## config.mk

```make
export PLATFORM = sky130hd
export DESIGN_NAME = vga_timing_gen_flat
export DESIGN_NICKNAME = d
export VERILOG_FILES = /design/src/rtl/vga_timing_gen_if.sv /design/src/rtl/vga_timing_gen.sv /design/src/flat_wrapper.sv
export SDC_FILE = /design/constraint.sdc
export NUM_CORES = 1
export LEC_CHECK = 0
export CAP_MARGIN = 20
export CORE_UTILIZATION = 40
export DETAILED_ROUTE_END_ITERATION = 8
export GPL_ROUTABILITY_DRIVEN = 1
export PLACE_DENSITY_LB_ADDON = 0.3
export SKIP_CTS_REPAIR_TIMING = 1
export SLEW_MARGIN = 20
export SYNTH_ARGS = -nofsm -noshare
export SYNTH_HDL_FRONTEND = slang
export SYNTH_SLANG_ARGS = --single-unit
```

## constraint.sdc

```tcl
create_clock -name i_clk -period 10 [get_ports i_clk]
set_input_delay 1.5 -clock i_clk [delete_from_list [all_inputs] [get_ports i_clk]]
set_output_delay 1.5 -clock i_clk [all_outputs]
set_load 0.05 [all_outputs]
```

## src/rtl/vga_timing_gen_if.sv

```systemverilog
// Raster timing bundle shared by the timing generator and every Draw* stage.
// Latency: pure wiring; every signal is registered by whoever drives the bundle.
// Backpressure: none; consumers sample the raster free-running.
interface vga_timing_gen_if;
  logic [9:0] h_counter;
  logic [9:0] v_counter;
  logic       hsync;
  logic       vsync;
  logic       video_on;
  logic       pixel_tick;
  logic       line_tick;
  logic       frame_tick;

  modport master (
    output h_counter, v_counter, hsync, vsync, video_on,
           pixel_tick, line_tick, frame_tick
  );

  modport slave (
    input  h_counter, v_counter, hsync, vsync, video_on,
           pixel_tick, line_tick, frame_tick
  );
endinterface

```

## src/rtl/vga_timing_gen.sv

```systemverilog
// VGA raster timing: clock divider, H/V pixel counters, registered syncs and ticks.
// Latency: syncs/VideoOn/ticks change in the same clock as the counters (zero skew).
// Backpressure: none; the raster free-runs and cannot be stalled.
module vga_timing_gen #(
  parameter int CLK_DIV     = 2,
  parameter int H_TOTAL     = 800,
  parameter int H_SYNC      = 96,
  parameter int H_ACT_START = 144,
  parameter int H_ACT_END   = 783,
  parameter int V_TOTAL     = 525,
  parameter int V_SYNC      = 2,
  parameter int V_ACT_START = 35,
  parameter int V_ACT_END   = 514
) (
  input  logic                  i_clk,
  input  logic                  i_rst,
  vga_timing_gen_if.master      o_vga
);

  localparam logic [3:0] DIV_LAST = 4'(CLK_DIV - 1);
  localparam logic [9:0] H_LAST   = 10'(H_TOTAL - 1);
  localparam logic [9:0] V_LAST   = 10'(V_TOTAL - 1);
  localparam logic [9:0] H_SYN_W  = 10'(H_SYNC);
  localparam logic [9:0] V_SYN_W  = 10'(V_SYNC);
  localparam logic [9:0] H_AS_W   = 10'(H_ACT_START);
  localparam logic [9:0] H_AE_W   = 10'(H_ACT_END);
  localparam logic [9:0] V_AS_W   = 10'(V_ACT_START);
  localparam logic [9:0] V_AE_W   = 10'(V_ACT_END);

  logic [3:0] r_div;
  logic [9:0] r_hcnt;
  logic [9:0] r_vcnt;
  logic       r_hsync;
  logic       r_vsync;
  logic       r_video_on;
  logic       r_pix_tick;
  logic       r_line_tick;
  logic       r_frame_tick;

  logic       w_adv;
  logic       w_h_wrap;
  logic       w_v_wrap;
  logic [3:0] w_div_nxt;
  logic [9:0] w_h_nxt;
  logic [9:0] w_v_nxt;

  // Next divider/counter values; syncs are derived from these so they line up with the counters.
  always_comb begin
    w_adv     = (r_div == DIV_LAST);
    w_h_wrap  = w_adv && (r_hcnt == H_LAST);
    w_v_wrap  = w_h_wrap && (r_vcnt == V_LAST);
    w_div_nxt = w_adv ? 4'd0 : r_div + 4'd1;
    w_h_nxt   = r_hcnt;
    w_v_nxt   = r_vcnt;
    if (w_adv) begin
      w_h_nxt = w_h_wrap ? 10'd0 : r_hcnt + 10'd1;
      if (w_h_wrap) begin
        w_v_nxt = w_v_wrap ? 10'd0 : r_vcnt + 10'd1;
      end
    end
  end

  // Raster state; reset drops everything at once so no partial line survives.
  always_ff @(posedge i_clk or posedge i_rst) begin
    if (i_rst) begin
      r_div        <= 4'd0;
      r_hcnt       <= 10'd0;
      r_vcnt       <= 10'd0;
      r_hsync      <= 1'b0;
      r_vsync      <= 1'b0;
      r_video_on   <= 1'b0;
      r_pix_tick   <= 1'b0;
      r_line_tick  <= 1'b0;
      r_frame_tick <= 1'b0;
    end else begin
      r_div        <= w_div_nxt;
      r_hcnt       <= w_h_nxt;
      r_vcnt       <= w_v_nxt;
      r_hsync      <= (w_h_nxt >= H_SYN_W);
      r_vsync      <= (w_v_nxt >= V_SYN_W);
      r_video_on   <= (w_h_nxt >= H_AS_W) && (w_h_nxt <= H_AE_W) &&
                      (w_v_nxt >= V_AS_W) && (w_v_nxt <= V_AE_W);
      r_pix_tick   <= w_adv;
      r_line_tick  <= w_h_wrap;
      r_frame_tick <= w_v_wrap;
    end
  end

  assign o_vga.h_counter  = r_hcnt;
  assign o_vga.v_counter  = r_vcnt;
  assign o_vga.hsync      = r_hsync;
  assign o_vga.vsync      = r_vsync;
  assign o_vga.video_on   = r_video_on;
  assign o_vga.pixel_tick = r_pix_tick;
  assign o_vga.line_tick  = r_line_tick;
  assign o_vga.frame_tick = r_frame_tick;

endmodule

```

## src/flat_wrapper.sv

```systemverilog
// flat-port wrapper written by rule: the top's interface ports become plain ports
module vga_timing_gen_flat 
#(
  parameter int CLK_DIV     = 2,
  parameter int H_TOTAL     = 800,
  parameter int H_SYNC      = 96,
  parameter int H_ACT_START = 144,
  parameter int H_ACT_END   = 783,
  parameter int V_TOTAL     = 525,
  parameter int V_SYNC      = 2,
  parameter int V_ACT_START = 35,
  parameter int V_ACT_END   = 514
)
  (i_clk, i_rst, o_vga_h_counter, o_vga_v_counter, o_vga_hsync, o_vga_vsync, o_vga_video_on, o_vga_pixel_tick, o_vga_line_tick, o_vga_frame_tick);
  vga_timing_gen_if o_vga_i ();
  input  logic i_clk;
  input  logic i_rst;
  output wire logic [$bits(o_vga_i.h_counter)-1:0] o_vga_h_counter;
  output wire logic [$bits(o_vga_i.v_counter)-1:0] o_vga_v_counter;
  output wire logic [$bits(o_vga_i.hsync)-1:0] o_vga_hsync;
  output wire logic [$bits(o_vga_i.vsync)-1:0] o_vga_vsync;
  output wire logic [$bits(o_vga_i.video_on)-1:0] o_vga_video_on;
  output wire logic [$bits(o_vga_i.pixel_tick)-1:0] o_vga_pixel_tick;
  output wire logic [$bits(o_vga_i.line_tick)-1:0] o_vga_line_tick;
  output wire logic [$bits(o_vga_i.frame_tick)-1:0] o_vga_frame_tick;
  assign o_vga_h_counter = o_vga_i.h_counter;
  assign o_vga_v_counter = o_vga_i.v_counter;
  assign o_vga_hsync = o_vga_i.hsync;
  assign o_vga_vsync = o_vga_i.vsync;
  assign o_vga_video_on = o_vga_i.video_on;
  assign o_vga_pixel_tick = o_vga_i.pixel_tick;
  assign o_vga_line_tick = o_vga_i.line_tick;
  assign o_vga_frame_tick = o_vga_i.frame_tick;
  vga_timing_gen #(.CLK_DIV(CLK_DIV), .H_TOTAL(H_TOTAL), .H_SYNC(H_SYNC), .H_ACT_START(H_ACT_START), .H_ACT_END(H_ACT_END), .V_TOTAL(V_TOTAL), .V_SYNC(V_SYNC), .V_ACT_START(V_ACT_START), .V_ACT_END(V_ACT_END)) u_core (.i_clk(i_clk), .i_rst(i_rst), .o_vga(o_vga_i));
endmodule
```

==> flow_metrics.tcl, run 1 <==
set metrics [dict create \
    hp-start "u_core.r_div[0]$_DFF_PP0_" \
    clockRootBuffer "clkbuf_8" \
    clkTransAtPathRegs_ns 0.06 \
    critical_path.startpoint_type "flip-flop" \
    num_rows 21 \
    crit_fanout 17 \
    synthTopCellsByArea "dfrtp_1 51%, xnor2_1 5.3%, nand4_1 3.8%, nand2_1 3.3%, nand3_1 2.7%" \
    drt-wirelength-per-cell_um 14.0 \
    regToRegSetupSlack_ns 6.56 \
    slew_violations 0 \
    syn2layout_area_growth_pct 29.0 \
    grt_max_degree 18 \
    p_leak_nw 0.845 \
    top_usage_layer "met2" \
    skew_ns 0.0110 \
    dpl.cell_count 216 \
    worst_pin_slew_ns 0.644 \
    grtUsageMet3_pct 4.74 \
    die_w_um 63.0 \
    htreeDepth 2 \
    fin_crit_ns 3.44 \
    synth_top_area_share_pct 50.5 \
    drtPass1Iterations 4 \
    ir_drop_mv 0.0842 \
    r2r_cells 8 \
    layout-drive-gt1-share_pct 7.30 \
    cts.sinks 30 \
    grt_pass1_wl_um 5510 \
    pre_cts_ws_ns 6.56 \
    dp_hpwl_um 2330 \
    grt_pass1_vias 1193 \
    syn_area_per_cell_um2 10.3 \
    vias_per_cell 5.22 \
    criticalPathCategory "reg2reg" \
    clock_latency_ns 0.29 \
    met1_usage_pct 22.5 \
    synth_area_um2 1490 \
    start_util_pct 43.2 \
    status "finished, final reports clean" \
    ios 28 \
    track_usage_pct 18.2 \
    fmax_mhz 290 \
    relSlewSlack_pct 57.0 \
    synth_top_area_cell "dfrtp_1" \
    use_met2_pct 29.6 \
    worstPathArrival_ns 3.65 \
    fin_ws_ns 6.56 \
    gp_congestion 0.864 \
    drt_iter0_markers 41 \
    crit_required_ns 10.20 \
    rsz0062_at_grt "false" \
    grt.overflow.total 0 \
    ys.flop_type "dfrtp_1" \
    antenna_found_initial 0 \
    setup_violations 0 \
    syn_nets 150 \
    synth_seq_area_share_pct 50.5 \
    nets 182 \
    yosys-top-cells-count "30 x dfrtp_1, 13 x nand2_1, 10 x nor2_1, 9 x nand4_1, 9 x xnor2_1" \
    r2r_start "u_core.r_div[1]$_DFF_PP0_" \
    finalHoldViolCount 0 \
    io_buffers 27 \
    maxCapViolCount 0 \
    fin_cells 224 \
    holdPathStages 1 \
    setup_tns_ns 0 \
    hold_path_class "reg2reg" \
    cts_tree "built" \
    worst_hold_slack_ns 0.493 \
    r2r-end "u_core.o_vga.video_on$_DFF_PP0_" \
    power_density_nw_per_um2 118 \
    ant_nets 0 \
    die_area_um2 3960 \
    hold_end "u_core.r_div[0]$_DFF_PP0_" \
    diodes 0 \
    core-area_um2 3440 \
    vias 1170 \
    synth.most_common_cell "dfrtp_1" \
    numCtsBuffers 5 \
    synth-seq-cells 30 \
    fp.dieH_um 63.0 \
    syn_inst 145 \
    cts.path.max_buffers 2 \
    synth_edf_count 0 \
    crit_path_end_kind "flip-flop" \
    drc 0 \
    synth-async-reset-ratio_pct 100 \
    routed_wl_um 3140 \
    fin_crit_sh_pct 34.4 \
    yosysUniqueCellTypes 38 \
    ys_warn_count 0 \
]
==> metal layers <==
metal,vias up,share of wire (%)
met5,-,0
met4,0,1.5
met3,5,4.5
met2,31,49
met1,554,45
li1,580,-
==> flip-flops by register name, summed over array words and instances (netlist names) <==
name	count
u_core.o_vga.h_counter	10
u_core.o_vga.v_counter	10
u_core.r_div	4
u_core.o_vga.frame_tick	1
u_core.o_vga.hsync	1
u_core.o_vga.line_tick	1
u_core.o_vga.pixel_tick	1
u_core.o_vga.video_on	1
u_core.o_vga.vsync	1
==> metrics by stage <==
step	util [%]	total power, W	instance area [µm²]
2_1_floorplan	-	0.000125	1490
3_3_place_gp	52.1	0.000126	1790
3_5_place_dp	52.9	0.000128	1820
4_1_cts	55.7	0.000229	1920
5_1_grt	55.7	0.000234	1920
6_report	55.7	0.000226	1920
==> where the power goes <==
part | leakage, nW | total, W | switching (W) | internal [W]
clock network | 0.0472 | 0.000100 | 0.0000453 | 0.0000552
logic | 0.392 | 0.00000388 | 0.00000244 | 0.00000144
registers | 0.405 | 0.000121 | 0 | 0.000121
total | 0.845 | 0.000226 | 0.0000478 | 0.000178
==> how the worst max path moves through the flow <==
stage	start	end	slack (ns)	depth (start not counted)
floorplan	u_core.o_vga.h_counter[0]$_DFF_PP0_	u_core.o_vga.video_on$_DFF_PP0_	6.70	10
global placement	u_core.r_div[1]$_DFF_PP0_	u_core.o_vga.video_on$_DFF_PP0_	6.65	8
detailed placement	u_core.r_div[1]$_DFF_PP0_	u_core.o_vga.video_on$_DFF_PP0_	6.56	8
CTS	u_core.r_div[1]$_DFF_PP0_	u_core.o_vga.video_on$_DFF_PP0_	6.54	8
global route	u_core.r_div[1]$_DFF_PP0_	u_core.o_vga.video_on$_DFF_PP0_	6.38	8
finish	u_core.r_div[1]$_DFF_PP0_	u_core.o_vga.video_on$_DFF_PP0_	6.56	8
==> cells by family (layout without fill, tap and decap cells) <==
family	count (synthesis)	in the layout	synth area share, %
simple gates	68	68	26.4
mux	2	2	1.68
xor+xnor	13	13	7.66
buf+inv	12	45	4.46
fa+ha+maj	3	3	2.53
flops	30	30	50.5
compound gates	17	17	6.73
==> layout by cell type (no fill, tap or decap), types with 4 or more instances in the layout <==
cell             netlist  layout
nor2_1                10      10
nand4_1                9       9
clkdlybuf4s50_1        0      27
o21ai_0                6       6
clkbuf_8               0       6
a21oi_1                4       4
nand3_1                8       8
xnor2_1                9       9
inv_1                  8       8
xor2_1                 4       4
nand2_1               13      13
dfrtp_1               30      30
or3_1                  5       5
==> area by class of cell <==
cell class | count | area (µm²)
fill | 288 | 1530
sequential | 30 | 751
multi-input combinational | 103 | 669
timing repair buffer | 28 | 298
clock buffer | 6 | 82.6
tap | 46 | 57.6
inverter | 9 | 46.3
clock inverter | 2 | 12.5
==> critical path, cell delays in order (launching register included) <==
cell and delay [ns]:
dfrtp_1 0.41, or4b_1 0.66, or4_4 0.66, clkinv_8 0.12
nand4_4 0.10, mux2_4 0.31, or3_1 0.38, or4_1 0.53
a31oi_1 0.19
Power figures use the tool's default switching activity.
==> run 2, diff against run 1 <==
==> constraint.sdc (replaced) <==
create_clock -name i_clk -period 3 [get_ports i_clk]
set_input_delay 0.45 -clock i_clk [delete_from_list [all_inputs] [get_ports i_clk]]
set_output_delay 0.45 -clock i_clk [all_outputs]
set_load 0.05 [all_outputs]
==> flow_metrics.tcl, run 2 (synthesis gave the netlist of run 1 again) <==
set metrics [dict create \
    fin_crit_ns 3.02 \
    pre_cts_ws_ns -0.0132 \
    drtPass1Iterations 4 \
    layout-drive-gt1-share_pct 16.2 \
    fill_cells 308 \
    maxCapViolCount 0 \
    track_usage_pct 19.7 \
    hold_path_class "in2async" \
    status "complete, but fails checks" \
    cts.path.max_buffers 2 \
    criticalPathCategory "reg2reg" \
    die_area_um2 3960 \
    core-area_um2 3440 \
    drt-wirelength-per-cell_um 14.5 \
    clkTransAtPathRegs_ns 0.06 \
    setup_violations 1 \
    critical_path.startpoint_type "flip-flop" \
    grt_pass1_vias 1322 \
    io_buffers 27 \
    setup_tns_ns -0.0169 \
    r2r_start "u_core.o_vga.h_counter[5]$_DFF_PP0_" \
    grt_pass1_wl_um 5920 \
    crit_fanout 8 \
    cp_cell_sequence "or4bb_1 -> or4_4 -> clkinv_8 -> nand4_4 -> mux2_4 -> or3_4 -> or4_4 -> a31oi_1" \
    crit_required_ns 3.20 \
    clockRootBuffer "clkbuf_8" \
    violations "setup timing" \
    grt.overflow.total 0 \
    die_w_um 63.0 \
    rsz0062_at_grt "true" \
    drc 0 \
    skew_ns 0.00631 \
    htreeDepth 2 \
    antenna_found_initial 0 \
    worstPathArrival_ns 3.22 \
    critical_path.most_common_cell "or4_4" \
    vias_per_cell 5.32 \
    vias 1260 \
    r2r_cells 8 \
    num_rows 21 \
    relSlewSlack_pct 64.8 \
    p_leak_nw 0.910 \
    numCtsBuffers 5 \
    grt_max_degree 18 \
    nets 195 \
    multi_input_area_um2 678 \
    fp.dieH_um 63.0 \
    fin_ws_ns -0.0169 \
    seq_area_um2 754 \
    cts.sinks 30 \
    r2r-end "u_core.o_vga.video_on$_DFF_PP0_" \
    slew_violations 0 \
    dp_hpwl_um 2410 \
    syn2layout_area_growth_pct 36.0 \
    fmax_mhz 331 \
    worst_pin_slew_ns 0.528 \
    ios 28 \
    start_util_pct 43.2 \
    regToRegSetupSlack_ns -0.02 \
    final_cell_mix "27 x clkdlybuf4s50_1, 27 x dfrtp_1, 14 x buf_4" \
    worst_hold_slack_ns 0.502 \
    clock_latency_ns 0.28 \
    diodes 0 \
    cp_slowest_cell "or4_4" \
    report.power.total_w 0.000793 \
    gp_congestion 0.840 \
    cpPeakStageDelay_ns 0.59 \
    fin_crit_sh_pct 101 \
    power_density_nw_per_um2 392 \
    crit_path_end_kind "flip-flop" \
    finalHoldViolCount 0 \
    drt_iter0_markers 61 \
    cts_tree "built" \
    crit_family "simple AND/OR/NAND/NOR gates" \
    ir_drop_mv 0.221 \
    cp_num_buf_inv 1 \
    routed_wl_um 3440 \
    ant_nets 0 \
]
[run 2: changes by cell type in the layout (fill, tap and decap cells not counted), moves of 2 or more]
cell	change
buf_4	+14
dfrtp_1	-3
dfrtp_2	+3
clkbuf_8	+2
[run 2: final cells by class]
class | count | area share [%]
Sequential cell | 30 | 37.3
Clock buffer | 8 | 5.45
Inverter | 9 | 2.29
Multi-Input combinational cell | 103 | 33.5
Tap cell | 46 | 2.85
Timing Repair Buffer | 41 | 18.6
[run 2: report_power, final]
part           internal (W)  switching (W)   total (W)
Sequential         0.000405              0    0.000405
Clock              0.000231       0.000148    0.000379
Combinational    0.00000205     0.00000769  0.00000974
[run 2: worst max path at each step]
stage | end | start | cells past startpoint
floorplan | u_core.o_vga.video_on$_DFF_PP0_ | u_core.r_div[2]$_DFF_PP0_ | 10
detailed placement | u_core.o_vga.video_on$_DFF_PP0_ | u_core.r_div[3]$_DFF_PP0_ | 8
finish | u_core.o_vga.video_on$_DFF_PP0_ | u_core.o_vga.h_counter[5]$_DFF_PP0_ | 8
global placement | u_core.o_vga.video_on$_DFF_PP0_ | u_core.r_div[3]$_DFF_PP0_ | 8
global route | u_core.o_vga.video_on$_DFF_PP0_ | u_core.o_vga.h_counter[5]$_DFF_PP0_ | 8
CTS | u_core.o_vga.video_on$_DFF_PP0_ | u_core.r_div[3]$_DFF_PP0_ | 8
[run 2: per-layer routing]
metal,vias to the layer above,routed length (µm),part of all wire [%],track usage [%]
met3,8,178,5.2,5.66
met4,0,86,2.5,13.7
met2,44,1650,48,30.1
li1,603,-,-,-
met1,605,1520,44,23.8
met5,-,0,0,0
[run 2: stage by stage]
step	util, %	cell area, µm²	cells
2_1_floorplan	-	1500	145
3_3_place_gp	55.3	1900	229
3_5_place_dp	55.3	1900	229
4_1_cts	58.5	2010	237
5_1_grt	58.7	2020	237
6_report	58.7	2020	237
